$ cat config.mk
export PLATFORM = sky130hd
export DESIGN_NAME = button_event_arbiter
export DESIGN_NICKNAME = d
export VERILOG_FILES = /design/src/rtl/button_event_arbiter.sv
export SDC_FILE = /design/constraint.sdc
export NUM_CORES = 1
export LEC_CHECK = 0
export CAP_MARGIN = 5
export CORE_ASPECT_RATIO = 0.75
export CORE_MARGIN = 1.5
export CORE_UTILIZATION = 45
export CTS_CLUSTER_DIAMETER = 150
export CTS_CLUSTER_SIZE = 14
export DETAILED_ROUTE_END_ITERATION = 8
export PLACE_DENSITY = 0.79
export SETUP_SLACK_MARGIN = 0.05
export SLEW_MARGIN = 20
export SYNTH_ARGS = -nofsm -noshare
export SYNTH_HDL_FRONTEND = slang
export SYNTH_SLANG_ARGS = --single-unit
$ cat constraint.sdc
create_clock -name clk_i -period 1.4 [get_ports clk_i]
set_input_delay 0.14 -clock clk_i [delete_from_list [all_inputs] [get_ports clk_i]]
set_output_delay 0.14 -clock clk_i [all_outputs]
set_load 0.01 [all_outputs]
$ cat src/rtl/button_event_arbiter.sv
// Button front end: per-channel two-flop sync, counter debounce, rising-edge capture into
// one pending flag per channel, and round-robin hand-off into a single valid/ready slot.
module button_event_arbiter #(
  parameter int unsigned N               = 4,
  parameter int unsigned DEBOUNCE_CYCLES = 8
) (
  input  logic                 clk_i,
  input  logic                 rst_i,
  input  logic                 ena_i,
  input  logic [N-1:0]         buttons_i,
  output logic                 event_valid_o,
  input  logic                 event_ready_i,
  output logic [$clog2(N)-1:0] event_id_o,
  output logic [N-1:0]         event_pending_o,
  output logic                 overflow_o
);

  localparam int unsigned IdW    = $clog2(N);
  localparam int unsigned CntW   = (DEBOUNCE_CYCLES > 1) ? $clog2(DEBOUNCE_CYCLES) : 1;
  localparam logic [CntW-1:0] CntMax = CntW'(DEBOUNCE_CYCLES - 1);
  localparam logic [IdW-1:0]  PtrRst = IdW'(N - 1);

  logic [N-1:0]    sync1_q, sync2_q;
  logic [N-1:0]    stable_q, stable_d;
  logic [CntW-1:0] cnt_q [N];
  logic [CntW-1:0] cnt_d [N];
  logic [N-1:0]    press;

  logic [N-1:0]    pending_q, pending_d;
  logic            valid_q, valid_d;
  logic [IdW-1:0]  id_q, id_d;
  logic [IdW-1:0]  ptr_q, ptr_d;
  logic            overflow_q, overflow_d;

  logic            any_pending;
  logic [IdW-1:0]  winner;
  logic            slot_free;
  logic            load;

  // Debounce: a differing level must persist DEBOUNCE_CYCLES edges; any return restarts it.
  always_comb begin
    stable_d = stable_q;
    for (int i = 0; i < int'(N); i++) begin
      cnt_d[i] = '0;
      if (sync2_q[i] != stable_q[i]) begin
        if (cnt_q[i] == CntMax) begin
          stable_d[i] = sync2_q[i];
        end else begin
          cnt_d[i] = cnt_q[i] + 1'b1;
        end
      end
    end
    press = stable_d & ~stable_q;
  end

  // Synchronizer, stable level and debounce counter state.
  always_ff @(posedge clk_i) begin
    if (rst_i) begin
      sync1_q  <= '0;
      sync2_q  <= '0;
      stable_q <= '0;
      cnt_q    <= '{default: '0};
    end else begin
      sync1_q  <= buttons_i;
      sync2_q  <= sync1_q;
      stable_q <= stable_d;
      cnt_q    <= cnt_d;
    end
  end

  // Round-robin search starting just after the last winner.
  always_comb begin
    int unsigned    idx;
    logic [IdW-1:0] idx_w;
    any_pending = 1'b0;
    winner      = '0;
    idx         = 0;
    idx_w       = '0;
    for (int unsigned off = 1; off <= N; off++) begin
      idx   = (32'(ptr_q) + off) % N;
      idx_w = idx[IdW-1:0];
      if (!any_pending && pending_q[idx_w]) begin
        any_pending = 1'b1;
        winner      = idx_w;
      end
    end
  end

  // Slot reload, pending set/clear (set wins) and sticky overflow.
  always_comb begin
    valid_d    = valid_q;
    id_d       = id_q;
    ptr_d      = ptr_q;
    pending_d  = pending_q;
    overflow_d = overflow_q;
    slot_free  = !valid_q || event_ready_i;
    load       = slot_free && any_pending;
    if (slot_free) begin
      if (any_pending) begin
        id_d              = winner;
        valid_d           = 1'b1;
        pending_d[winner] = 1'b0;
        ptr_d             = winner;
      end else begin
        valid_d = 1'b0;
      end
    end
    for (int i = 0; i < int'(N); i++) begin
      if (press[i] && ena_i) begin
        if (pending_q[i] && !(load && (winner == IdW'(i)))) begin
          overflow_d = 1'b1;
        end
        pending_d[i] = 1'b1;
      end
    end
  end

  // Arbiter and output slot state.
  always_ff @(posedge clk_i) begin
    if (rst_i) begin
      pending_q  <= '0;
      valid_q    <= 1'b0;
      id_q       <= '0;
      ptr_q      <= PtrRst;
      overflow_q <= 1'b0;
    end else begin
      pending_q  <= pending_d;
      valid_q    <= valid_d;
      id_q       <= id_d;
      ptr_q      <= ptr_d;
      overflow_q <= overflow_d;
    end
  end

  assign event_valid_o   = valid_q;
  assign event_id_o      = id_q;
  assign event_pending_o = pending_q;
  assign overflow_o      = overflow_q;

endmodule

==> impl_metrics.yaml <==
outcome:
  outcome: "finished with violations"
  violations: "setup timing"
floorplanning:
  start_util_pct: 47.0
  die_w_um: 66.9
  dieArea_sq_mm: 0.00341
  num_io_pins: 16
  row_count: 17
  fp.dieH_um: 51.0
  core_sq_mm: 0.00294
worst_setup_path:
  criticalPathCategory: "flop to flop"
  crit_path_start_kind: "flop"
  crit_path_end_kind: "flop"
  cp_data_required_time_ns: 1.56
  critical_path_arrival_ns: 1.72
  critPathMaxFanout: 5
  rrSetupSlack_ns: -0.16
layout:
  layout.nets: 187
  layout-drive-gt1-share_pct: 24.0
  syn_to_final_growth_pct: 32.4
  layout.cells.non_filler: 209
  num_antenna_cells: 0
  final_cell_area_sq_mm: 0.00183
route:
  postRouteAntennaNets: 0
  vias: 1103
  drc: 0
  wire_per_inst_um: 13.3
  wirelength_um: 2770
  routed_via_density: 5.28
  first_iter_violations: 35
  first_pass_iters: 4
min_path:
  hold_path_class: "input port to flop"
global_route:
  grtUsageMet2_pct: 33.2
  grt_pass1_wl_um: 4730
  grt_pass1_vias: 1041
  antenna_found_initial: 0
  grtUsageMet1_pct: 21.6
  grtUsageMet3_pct: 6.83
  grt_busiest_layer: "met2"
  grt_max_degree: 30
  overflow: 0
  grt_use_total_pct: 19.3
synth:
  ys_ff_latch: 34
  synth_top_cells_by_count: "dfxtp_1, nor2_1, nor2b_1, and2_1, ha_1"
  synthCells: 135
  syn_avg_cell_area_sq_um: 10.2
  seq_area_frac_synth_pct: 49.3
  ys.flop_type: "dfxtp_1"
  synth_cell_types: 33
  synth_top_area_share_pct: 49.3
  yosys.cell_count.top_type: "dfxtp_1"
  synth_async_sr_flop_share_pct: 0
  synth_warnings: 0
  synth-edff-count: 0
  synth_area_leaders: "dfxtp_1, ha_1, nor2b_1, and2_1, mux2i_1"
  synth_nets: 151
  yosysTopAreaCell: "dfxtp_1"
  syn-cell-area_sq_mm: 0.00138
clock_tree:
  cts_tree: "yes"
  cts_sinks: 34
  cts_made_buffers: 5
  insertion_delay_ns: 0.28
  clk_pin_slew_ns: 0.06
  h-tree-depth: 2
  clk_root_buffer_cell: "clkbuf_8"
  cts.path.max_buffers: 2
place:
  portBuffers: 15
  pre_cts_ws_ns: -0.151
  place_area_sq_mm: 0.00171
  gp_congestion: 0.886
  dp.cells: 202
  dpl.hpwl_um: 2020
sta:
  period_needed_ns: 1.56
  relSlewSlack_pct: 72.0
  finalHoldViolCount: 0
  max_freq_ghz: 0.640
  drv_slew: 0
  fin_ws_ns: -0.163
  rsz0062_at_grt: "true"
  skew_ns: 0.00425
  layout_worst_path_cycle_share_pct: 112
  setup_viol: 6
  tightest_slew_ns: 0.416
  tns_ns: -0.604
power_and_ir_drop:
  power_switching_mw: 0.359
  switching_share_pct: 21.1
  p_int_mw: 1.35
  cellPowerDensity_mw_per_mm2: 934
  p_leak_nw: 0.771
  p_comb_share_pct: 3.8
  p_seq_share_pct: 57.7
  ir_worst_vdd_uv: 613
  clkPwrFrac_pct: 38.5
job:
  cap_viol_max_count: 0
==> stage by stage <==
stage / hold slack [ns] / util (%) / power [mW]
after floorplan: 0.268 / - / 1.04
after global placement: 0.413 / 58.3 / 1.07
after detailed placement: 0.422 / 58.3 / 1.07
after CTS: 0.401 / 61.6 / 1.73
after global routing: 0.418 / 62.2 / 1.77
final: 0.411 / 62.2 / 1.71
==> layout make-up <==
class,count,area (sq um)
fillers,230,1110
multi-input cells,94,706
flip-flops and latches,34,692
repair buffers,32,288
clock buffers,5,68.8
well taps,38,47.5
inverters,4,15.0
clock inverters,2,10.0
==> worst paths after layout <==
kind,cells after the start,to,startpoint
worst min-delay path,2,sync1_q[3]$_SDFF_PP0_,buttons_i[3]
worst max register to register,5,overflow_o$_SDFF_PP0_,event_pending_o[0]$_SDFFE_PP0P_
worst max-delay path,5,overflow_o$_SDFF_PP0_,event_pending_o[0]$_SDFFE_PP0P_
worst min register to register,1,sync2_q[1]$_SDFF_PP0_,sync1_q[1]$_SDFF_PP0_
==> worst max-delay path: stages (launching register included) <==
cell and delay, ns:
dfxtp_2 0.34, o211ai_1 0.24, o31ai_2 0.16, or3_4 0.41, o211ai_1 0.17, o211ai_1 0.11
==> power groups by stage <==
stage          Combinational, mW  Sequential, mW  Clock (mW)
6_report                  0.0649           0.985       0.656
5_1_grt                   0.0720           0.986       0.711
4_1_cts                   0.0617           0.984       0.682
3_5_place_dp              0.0614            1.01           0
3_3_place_gp              0.0598            1.01           0
2_1_floorplan             0.0292            1.01           0
==> repair_timing <==
item	4_1_cts	5_1_grt
setup buffers	0	0
pin swaps	1	0
setup endpoints to repair	13	15
hold buffers	0	0
gates resized for setup	9	4
==> registers in the layout, summed over array words and instances, names as in the netlist <==
name             cells
cnt_q               12
stable_q             4
sync1_q              4
overflow_o           1
sync2_q              4
event_valid_o        1
ptr_q                2
event_pending_o      4
event_id_o           2
==> layer usage <==
layer | wire, um | share of wire (%)
met1 | 1200 | 43
met3 | 115 | 4.2
met5 | 0 | 0
met2 | 1390 | 50
met4 | 67 | 2.4
==> kinds of logic (layout without fill, tap and decap cells) <==
| group | Yosys count | after routing | synth area share (%) |
|---|---|---|---|
| buf+inv | 7 | 43 | 1.90 |
| simple gates | 53 | 53 | 21.9 |
| flops | 34 | 34 | 49.3 |
| fa+ha+maj | 8 | 8 | 7.25 |
| mux | 5 | 5 | 3.63 |
| xor+xnor | 4 | 4 | 2.54 |
| compound gates | 24 | 24 | 13.4 |
==> cell usage in the layout (no fill, tap or decap), types with 5 or more instances in the layout <==
| cell type | n |
|---|---|
| dfxtp_1 | 29 |
| ha_1 | 8 |
| nor2_1 | 12 |
| mux2i_1 | 5 |
| clkdlybuf4s50_1 | 10 |
| and2_1 | 9 |
| a21oi_1 | 6 |
| nor4_1 | 5 |
| nor2b_1 | 11 |
| clkbuf_8 | 5 |
| buf_4 | 16 |
(Power assumes the default switching activity.)
